==> config.mk <==
export PLATFORM = sky130hd
export DESIGN_NAME = nibble_serial_add_ctrl
export DESIGN_NICKNAME = d
export VERILOG_FILES = /design/src/rtl/nibble_serial_add_ctrl_pkg.sv /design/src/rtl/nibble_serial_add_ctrl_adder.sv /design/src/rtl/nibble_serial_add_ctrl.sv
export SDC_FILE = /design/constraint.sdc
export NUM_CORES = 1
export LEC_CHECK = 0
export ABC_AREA = 1
export CORE_MARGIN = 2
export CORE_UTILIZATION = 52
export CTS_BUF_LIST = sky130_fd_sc_hd__clkbuf_8
export DETAILED_ROUTE_END_ITERATION = 16
export GPL_TIMING_DRIVEN = 0
export PLACE_DENSITY = 0.92
export SLEW_MARGIN = 40
export SYNTH_ARGS = -nofsm -noshare
export SYNTH_HDL_FRONTEND = slang
export SYNTH_SLANG_ARGS = --single-unit
==> constraint.sdc <==
create_clock -name clk -period 3.5 [get_ports clk]
set_input_delay 0.875 -clock clk [delete_from_list [all_inputs] [get_ports clk]]
set_output_delay 0.875 -clock clk [all_outputs]
set_load 0.005 [all_outputs]
==> src/rtl/nibble_serial_add_ctrl_pkg.sv <==
// Shared definitions for the nibble-serial adder sequencer.
// Holds the nibble slice width and the sequencer state encoding.
package nibble_serial_add_ctrl_pkg;

    localparam int NIBBLE_W = 4;

    typedef enum logic [1:0] {
        IDLE = 2'd0,
        RUN  = 2'd1,
        DONE = 2'd2
    } state_t;

endpackage

==> src/rtl/nibble_serial_add_ctrl_adder.sv <==
// Team 4-bit ripple-carry adder slice, used as the single datapath element
// of the nibble-serial adder.
module B_4xFullAdderRipple (
    input  logic       cin,
    input  logic [3:0] a,
    input  logic [3:0] b,
    output logic       cout,
    output logic [3:0] sum
);

    logic [4:0] carry;

    always_comb begin
        carry[0] = cin;
        sum      = '0;
        for (int i = 0; i < 4; i++) begin
            sum[i]       = a[i] ^ b[i] ^ carry[i];
            carry[i + 1] = (a[i] & b[i]) | (carry[i] & (a[i] ^ b[i]));
        end
    end

    assign cout = carry[4];

endmodule

==> src/rtl/nibble_serial_add_ctrl.sv <==
// Wide unsigned adder built from one 4-bit slice reused once per clock,
// least significant nibble first, with a one-cycle done pulse at the end.
module nibble_serial_add_ctrl #(
    parameter int N_NIBBLES = 4
) (
    input  logic                     clk,
    input  logic                     reset,
    input  logic                     start,
    input  logic [4*N_NIBBLES-1:0]   a,
    input  logic [4*N_NIBBLES-1:0]   b,
    input  logic                     cin,
    output logic                     ready,
    output logic                     busy,
    output logic                     done,
    output logic [4*N_NIBBLES-1:0]   sum,
    output logic                     cout
);

    import nibble_serial_add_ctrl_pkg::*;

    localparam int W     = NIBBLE_W * N_NIBBLES;
    localparam int IDX_W = (N_NIBBLES > 1) ? $clog2(N_NIBBLES) : 1;
    localparam logic [IDX_W-1:0] LAST_IDX = IDX_W'(N_NIBBLES - 1);

    state_t           state_q;
    logic [W-1:0]     opA_q;
    logic [W-1:0]     opB_q;
    logic [W-1:0]     sum_q;
    logic             carry_q;
    logic             cout_q;
    logic [IDX_W-1:0] idx_q;
    logic             ready_q;
    logic             busy_q;
    logic             done_q;

    logic [NIBBLE_W-1:0] nibA;
    logic [NIBBLE_W-1:0] nibB;
    logic [NIBBLE_W-1:0] nibSum;
    logic                nibCout;

    assign nibA = opA_q[int'(idx_q) * NIBBLE_W +: NIBBLE_W];
    assign nibB = opB_q[int'(idx_q) * NIBBLE_W +: NIBBLE_W];

    B_4xFullAdderRipple uSlice (
        .cin  (carry_q),
        .a    (nibA),
        .b    (nibB),
        .cout (nibCout),
        .sum  (nibSum)
    );

    // idx stops at the top nibble; leaving RUN is what prevents it wrapping.
    always_ff @(posedge clk) begin
        if (reset) begin
            state_q <= IDLE;
            opA_q   <= '0;
            opB_q   <= '0;
            sum_q   <= '0;
            carry_q <= 1'b0;
            cout_q  <= 1'b0;
            idx_q   <= '0;
            ready_q <= 1'b1;
            busy_q  <= 1'b0;
            done_q  <= 1'b0;
        end else begin
            done_q <= 1'b0;
            case (state_q)
                IDLE, DONE: begin
                    if (start) begin
                        opA_q   <= a;
                        opB_q   <= b;
                        carry_q <= cin;
                        idx_q   <= '0;
                        state_q <= RUN;
                        ready_q <= 1'b0;
                        busy_q  <= 1'b1;
                    end else begin
                        state_q <= IDLE;
                        ready_q <= 1'b1;
                        busy_q  <= 1'b0;
                    end
                end
                RUN: begin
                    sum_q[int'(idx_q) * NIBBLE_W +: NIBBLE_W] <= nibSum;
                    carry_q <= nibCout;
                    if (idx_q == LAST_IDX) begin
                        cout_q  <= nibCout;
                        state_q <= DONE;
                        done_q  <= 1'b1;
                        ready_q <= 1'b1;
                        busy_q  <= 1'b0;
                    end else begin
                        idx_q <= idx_q + 1'b1;
                    end
                end
                default: begin
                    state_q <= IDLE;
                    ready_q <= 1'b1;
                    busy_q  <= 1'b0;
                end
            endcase
        end
    end

    assign ready = ready_q;
    assign busy  = busy_q;
    assign done  = done_q;
    assign sum   = sum_q;
    assign cout  = cout_q;

endmodule

==> results.sh, run 1 <==
export IMPL_synth_area_top_cells="dfxtp_1 45%, nor2_1 16%, o21ai_0 12%, nand2_1 5.8%, inv_1 4.3%"
export IMPL_drive_gt1_frac=0.0753
export IMPL_internal_power_uw=1270
export IMPL_synth_nets=400
export IMPL_status="finished, final reports clean"
export IMPL_synth_edf_count=0
export IMPL_io_buffers=55
export IMPL_final_nets=466
export IMPL_io_pins=56
export IMPL_leakagePower_uw=0.00145
export IMPL_pwr_share_comb=0.182
export IMPL_viasPerCell=5.16
export IMPL_cts_max_level=3
export IMPL_synthTopCellsByCount="106 x nor2_1, 62 x o21ai_0, 57 x dfxtp_1, 39 x nand2_1, 29 x inv_1"
export IMPL_clk_path_buf_depth=2
export IMPL_endpoint_kind="register"
export IMPL_yosysMostFrequentCell="nor2_1"
export IMPL_p_switching_uw=477
export IMPL_final_cells=479
export IMPL_cp_max_fo=12
export IMPL_cts_made_buffers=9
export IMPL_finalCritPeriodShare=0.933
export IMPL_drt_pass1_iterations=5
export IMPL_synthDistinctLibCells=21
export IMPL_initial_utilization=0.538
export IMPL_fillers=379
export IMPL_syn_area_um2=2520
export IMPL_ys_flop_type="dfxtp_1"
export IMPL_ys_warnings_count=0
export IMPL_placed_cell_area_um2=3140
export IMPL_rsz0062_at_grt="false"
export IMPL_drt_iter0_drc=110
export IMPL_hpwl_um=4420
export IMPL_antenna_found_initial=0
export IMPL_maxSlewViolCount=0
export IMPL_vias=2474
export IMPL_overflow=0
export IMPL_multiInputGateArea_um2=1190
export IMPL_cap_violations=0
export IMPL_crit_type="reg2reg"
export IMPL_cts_tree="built"
export IMPL_antenna_cells=0
export IMPL_vdd_ir_drop_max_mv=0.283
export IMPL_hold_class="reg2reg"
export IMPL_whs_ns=0.449
export IMPL_clkSinkCount=57
export IMPL_insertion_delay_ns=0.34
export IMPL_rows=25
export IMPL_cp_arrival_ns=3.55
export IMPL_clock_skew_ns=0.00666
export IMPL_die_y_um=73.7
export IMPL_finalSetupTns_ns=0
export IMPL_synthCells=354
export IMPL_seq_area_um2=1140
export IMPL_grtUsageTotal=0.249
export IMPL_async_flop_share=0
export IMPL_grt_pass1_wl_um=10200
export IMPL_fin_crit_ns=3.27
export IMPL_finalSetupViolCount=0
export IMPL_synth_seq_cells=57
export IMPL_final_area_um2=3380
export IMPL_drc=0
export IMPL_die_x_um=73.7
export IMPL_crit_required_ns=3.78
export IMPL_place_gp_congestion=0.876
export IMPL_clkPwrFrac=0.402
export IMPL_grt_pass1_vias=2392
export IMPL_ys_seq_area_frac=0.452
export IMPL_synth_top_area_share=0.452
export IMPL_postCtsSetupRepairBufs=0
export IMPL_powerDensity_nw_per_um2=518
export IMPL_routedWlPerCell_um=12.9
export IMPL_totalWireLength_um=6190
export IMPL_clk_pin_slew_worst_paths_ns=0.07
export IMPL_final_antenna_net_count=0
export IMPL_p_seq_frac=0.416
export IMPL_crit_path_start_kind="register"
export IMPL_area_growth_pct=33.7
export IMPL_timing_fmax_ghz=0.306
export IMPL_dp_cells=463
export IMPL_dieArea_um2=5430
export IMPL_tightest_slew_ns=0.522
export IMPL_hold_violations=0
export IMPL_grt_max_degree=13
export IMPL_core_area_um2=4690
export IMPL_synth_avg_cell_area_um2=7.13
export IMPL_swShare=0.273
export IMPL_root_buffer="clkbuf_8"
export IMPL_netlist_top_cell_by_area="dfxtp_1"
export IMPL_relSlewSlack=0.651
cell usage in the layout, fill, tap and decap left out:
cell	netlist	final
a21oi_1	15	15
buf_1	1	1
buf_2	5	5
buf_4	1	1
buf_6	1	1
bufinv_16	0	2
clkbuf_1	7	7
clkbuf_8	0	11
clkdlybuf4s50_1	0	55
clkinv_2	0	2
clkinvlp_4	0	2
dfxtp_1	57	57
fa_1	4	4
ha_1	6	6
inv_1	29	29
inv_2	1	1
nand2_1	39	39
nand2_2	1	1
nand3_1	6	6
nor2_1	106	106
nor2_2	5	5
nor3_1	2	2
o21ai_0	62	62
o22ai_1	4	4
or2_2	1	1
what timing repair did:
action,4_1_cts,5_1_grt
hold buffers,0,0
endpoints found under the hold margin,0,0
setup endpoints to repair,0,1
resized for setup,0,1
per-layer routing:
| layer | track usage | part of all wire | up-vias |
|---|---|---|---|
| li1 | - | - | 1256 |
| met1 | 0.282 | 0.41 | 1118 |
| met2 | 0.427 | 0.50 | 86 |
| met3 | 0.0521 | 0.062 | 14 |
| met4 | 0.154 | 0.026 | 0 |
| met5 | 0 | 0 | - |
worst max-delay path, stage by stage (launching register included):
cell	delay (ns)
dfxtp_1	0.65
clkinvlp_4	0.41
a21oi_1	0.31
fa_1	0.25
fa_1	0.17
inv_1	0.05
fa_1	0.37
fa_1	0.52
nand2_1	0.09
nor2_1	0.14
nand2_1	0.07
nand2_1	0.06
inv_1	0.03
nor2_1	0.08
flip-flops by register name (all words and copies together), names as in the netlist:
register,cells
opA_q,16
opB_q,16
sum,16
idx_q,2
state_q,2
busy,1
carry_q,1
cout,1
done,1
ready,1
cell type report:
cell class              count  area share
clock inverters             5      0.0230
flip-flops and latches     57       0.338
repair buffers             55       0.163
well taps                  54      0.0200
clock buffers              11      0.0448
plain buffers              15      0.0219
multi-input cells         251       0.354
inverters                  31      0.0356
power by group through the flow:
stage / Sequential [µW] / Clock, µW / Combinational [µW]
2_1_floorplan: 732 / 0 / 199
3_5_place_dp: 740 / 0 / 314
4_1_cts: 726 / 709 / 316
5_1_grt: 732 / 736 / 360
3_3_place_gp: 737 / 0 / 303
6_report: 728 / 703 / 318
worst paths after layout:
| kind | slack, ns | to | cells after the start | start |
|---|---|---|---|---|
| setup / recovery | 0.23 | sum[7] | 13 | idx_q[1] |
| hold / removal | 0.45 | opB_q[1] | 2 | opB_q[1] |
| setup reg to reg | 0.23 | sum[7] | 13 | idx_q[1] |
| hold reg to reg | 0.45 | opB_q[1] | 2 | opB_q[1] |
cells by family after synthesis:
family	synth area share
AND/OR/NAND/NOR	0.249
flip-flops	0.452
buffers and inverters	0.0753
adder cells (fa/ha/maj)	0.0614
AO/OA/AOI/OAI	0.163
metrics by stage:
stage | utilization | setup slack, ns | power (µW)
6_report | 0.719 | 0.234 | 1750
5_1_grt | 0.719 | 0.0925 | 1830
4_1_cts | 0.719 | 0.254 | 1750
3_5_place_dp | 0.670 | 0.274 | 1050
3_3_place_gp | 0.670 | 0.437 | 1040
2_1_floorplan | - | 0.805 | 930
Note: power is estimated with default switching activity, not from simulation.
==> inputs of run 2 (changes only) <==
Settings changed: CORE_ASPECT_RATIO set to 0.7, CORE_UTILIZATION 52 to 47, PLACE_DENSITY 0.92 to 0.88.
Clock period 3.5 ns to 2.7 ns, I/O delays scaled along.
==> run 2 against run 1 <==
Net effect:
- the flow now finishes with violations (setup timing)
- cell count increased by 4.8%
- combinational power increased by 52%
- count of clock-buffer cells in the layout unchanged
- clock skew decreased by 0.0028 ns
- wire length increased by 6.7%
- fmax increased by 16%
- non-clock buffer count increased by 5
- register-to-register slack got worse by 0.35 ns
- power increased by 21%
- first-iteration DRC count increased by 110%
- global-route usage decreased by 1.2 points
- critical path depth unchanged
- critical endpoint is now sum[15]
==> results.sh, run 2 (synthesis results as in run 1) <==
export IMPL_status="finished with violations"
export IMPL_violations="setup timing"
export IMPL_powerDensity_nw_per_um2=617
export IMPL_fillers=448
export IMPL_grt_max_degree=13
export IMPL_grtUsageTotal=0.237
export IMPL_drt_pass1_iterations=4
export IMPL_antenna_found_initial=0
export IMPL_r2r_end="sum[15]"
export IMPL_p_switching_uw=631
export IMPL_internal_power_uw=1490
export IMPL_overflow=0
export IMPL_die_x_um=91.6
export IMPL_die_y_um=65.3
export IMPL_routedWlPerCell_um=13.2
export IMPL_cap_violations=0
export IMPL_viasPerCell=5.08
export IMPL_vdd_ir_drop_max_mv=0.292
export IMPL_grt_pass1_vias=2398
export IMPL_drt_iter0_drc=232
export IMPL_hold_start="opB_q[1]"
export IMPL_antenna_cells=0
export IMPL_timing_fmax_ghz=0.355
export IMPL_maxUsedRoutingLayer="met4"
export IMPL_wl_met1_um=2740
export IMPL_pwr_share_comb=0.227
export IMPL_crit_required_ns=2.97
export IMPL_finalSetupViolCount=5
export IMPL_rows=22
export IMPL_maxSlewViolCount=0
export IMPL_insertion_delay_ns=0.34
export IMPL_tightest_slew_ns=0.490
export IMPL_layout_commonest_cell="nor2_1"
export IMPL_drive_gt1_frac=0.116
export IMPL_grt_pass1_wl_um=10900
export IMPL_dieArea_um2=5980
export IMPL_met2_wirelength_um=3140
export IMPL_multiInputGateArea_um2=1230
export IMPL_cts_tree="built"
export IMPL_clk_path_buf_depth=2
export IMPL_cts_made_buffers=9
export IMPL_io_pins=56
export IMPL_rsz0062_at_grt="true"
export IMPL_core_area_um2=5200
export IMPL_r2r_cells=13
export IMPL_finalCritPeriodShare=1.04
export IMPL_leakagePower_uw=0.00146
export IMPL_final_antenna_net_count=0
export IMPL_io_buffers=55
export IMPL_setup_ws_ns=-0.114
export IMPL_layout_common_cells="104 x nor2_1, 58 x o21ai_0, 55 x dfxtp_1, 55 x clkdlybuf4s50_1, 37 x nand2_1"
export IMPL_cp_max_fo=7
export IMPL_clkPwrFrac=0.328
export IMPL_dr_wl_met3_um=576
export IMPL_clk_pin_slew_worst_paths_ns=0.06
export IMPL_clock_skew_ns=0.00391
export IMPL_cts_hold_buf=0
export IMPL_hold_class="reg2reg"
export IMPL_drc=0
export IMPL_hold_depth=2
export IMPL_cp_arrival_ns=3.08
export IMPL_swShare=0.297
export IMPL_final_nets=471
export IMPL_crit_path_start_kind="register"
export IMPL_relSlewSlack=0.673
export IMPL_initial_utilization=0.485
export IMPL_seq_area_um2=1150
export IMPL_root_buffer="clkbuf_8"
export IMPL_rrSetupSlack_ns=-0.11
export IMPL_hold_path_end="opB_q[1]"
export IMPL_endpoint_kind="register"
export IMPL_crit_type="reg2reg"
export IMPL_vias=2549
export IMPL_cts_max_level=3
export IMPL_hpwl_um=4580
export IMPL_place_gp_congestion=0.868
export IMPL_placed_cell_area_um2=3170
export IMPL_pre_cts_slack_ns=-0.553
export IMPL_fin_crit_ns=2.81
export IMPL_area_growth_pct=36.3
export IMPL_clkSinkCount=57
export IMPL_hold_violations=0
export IMPL_totalWireLength_um=6610
export IMPL_final_area_um2=3440
export IMPL_rr_startpoint="idx_q[0]"
export IMPL_p_seq_frac=0.445
export IMPL_whs_ns=0.452
run 2: cell types whose count changed in the layout (fill, tap and decap cells not counted), sizes merged:
cell	before	now
buf	8	13
bufinv	2	0
clkinv	2	4
clkinvlp	2	0
inv	30	32
run 2: area by class of cell:
type,instances,area share
multi-input cells,251,0.359
clock inverters,5,0.00655
repair buffers,60,0.171
well taps,72,0.0262
clock buffers,11,0.0440
flip-flops and latches,57,0.334
plain buffers,15,0.0240
inverters,31,0.0360
run 2: metrics by stage:
| stage | util | instances | power (µW) | TNS, ns |
|---|---|---|---|---|
| 2_1_floorplan | - | 354 | 1210 | 0 |
| 3_3_place_gp | 0.608 | 481 | 1350 | -2.09 |
| 3_5_place_dp | 0.608 | 481 | 1380 | -3.35 |
| 4_1_cts | 0.653 | 500 | 2080 | 0 |
| 5_1_grt | 0.661 | 502 | 2230 | -0.958 |
| 6_report | 0.661 | 502 | 2120 | -0.404 |
run 2: worst max path at each step:
stage                          to  slack [ns]      from  cells past startpoint
after floorplan            sum[7]       0.005  idx_q[0]                     15
after global placement     sum[7]       -0.40  idx_q[1]                     13
after detailed placement  sum[15]       -0.55  idx_q[1]                     11
after CTS                  sum[7]       0.003  idx_q[0]                     14
after global routing      sum[15]       -0.25  idx_q[0]                     13
final                     sum[15]       -0.11  idx_q[0]                     13
run 2: repair_timing:
item / in CTS / in global routing
cloned: 0 / 0
buffers inserted: 3 / 2
resized for setup: 18 / 10
pin swaps: 3 / 6
endpoints found under the setup margin: 11 / 7
run 2: per-layer routing:
layer  GRT usage  vias up
met1       0.283     1152
li1            -     1265
met2       0.408      111
met3      0.0814       21
met4      0.0720        0
met5           0        -
run 2: power groups by stage:
stage               Sequential [µW]  Combinational, µW  Clock (µW)
floorplan                       948                258           0
global placement                955                398           0
detailed placement              958                417           0
CTS                             941                441         700
global route                    950                532         749
finish                          944                482         696
run 2: worst max-delay path, cell delays in order (launching register included):
cell and delay (ns):
dfxtp_4 0.38, buf_6 0.14, o21ai_2 0.15, nor2_2 0.07, a21oi_2 0.18, fa_2 0.25, fa_2 0.19, inv_2 0.04
fa_2 0.35, fa_2 0.61, nand2_2 0.09, nor2_4 0.10, nand2_1 0.08, a21oi_2 0.13
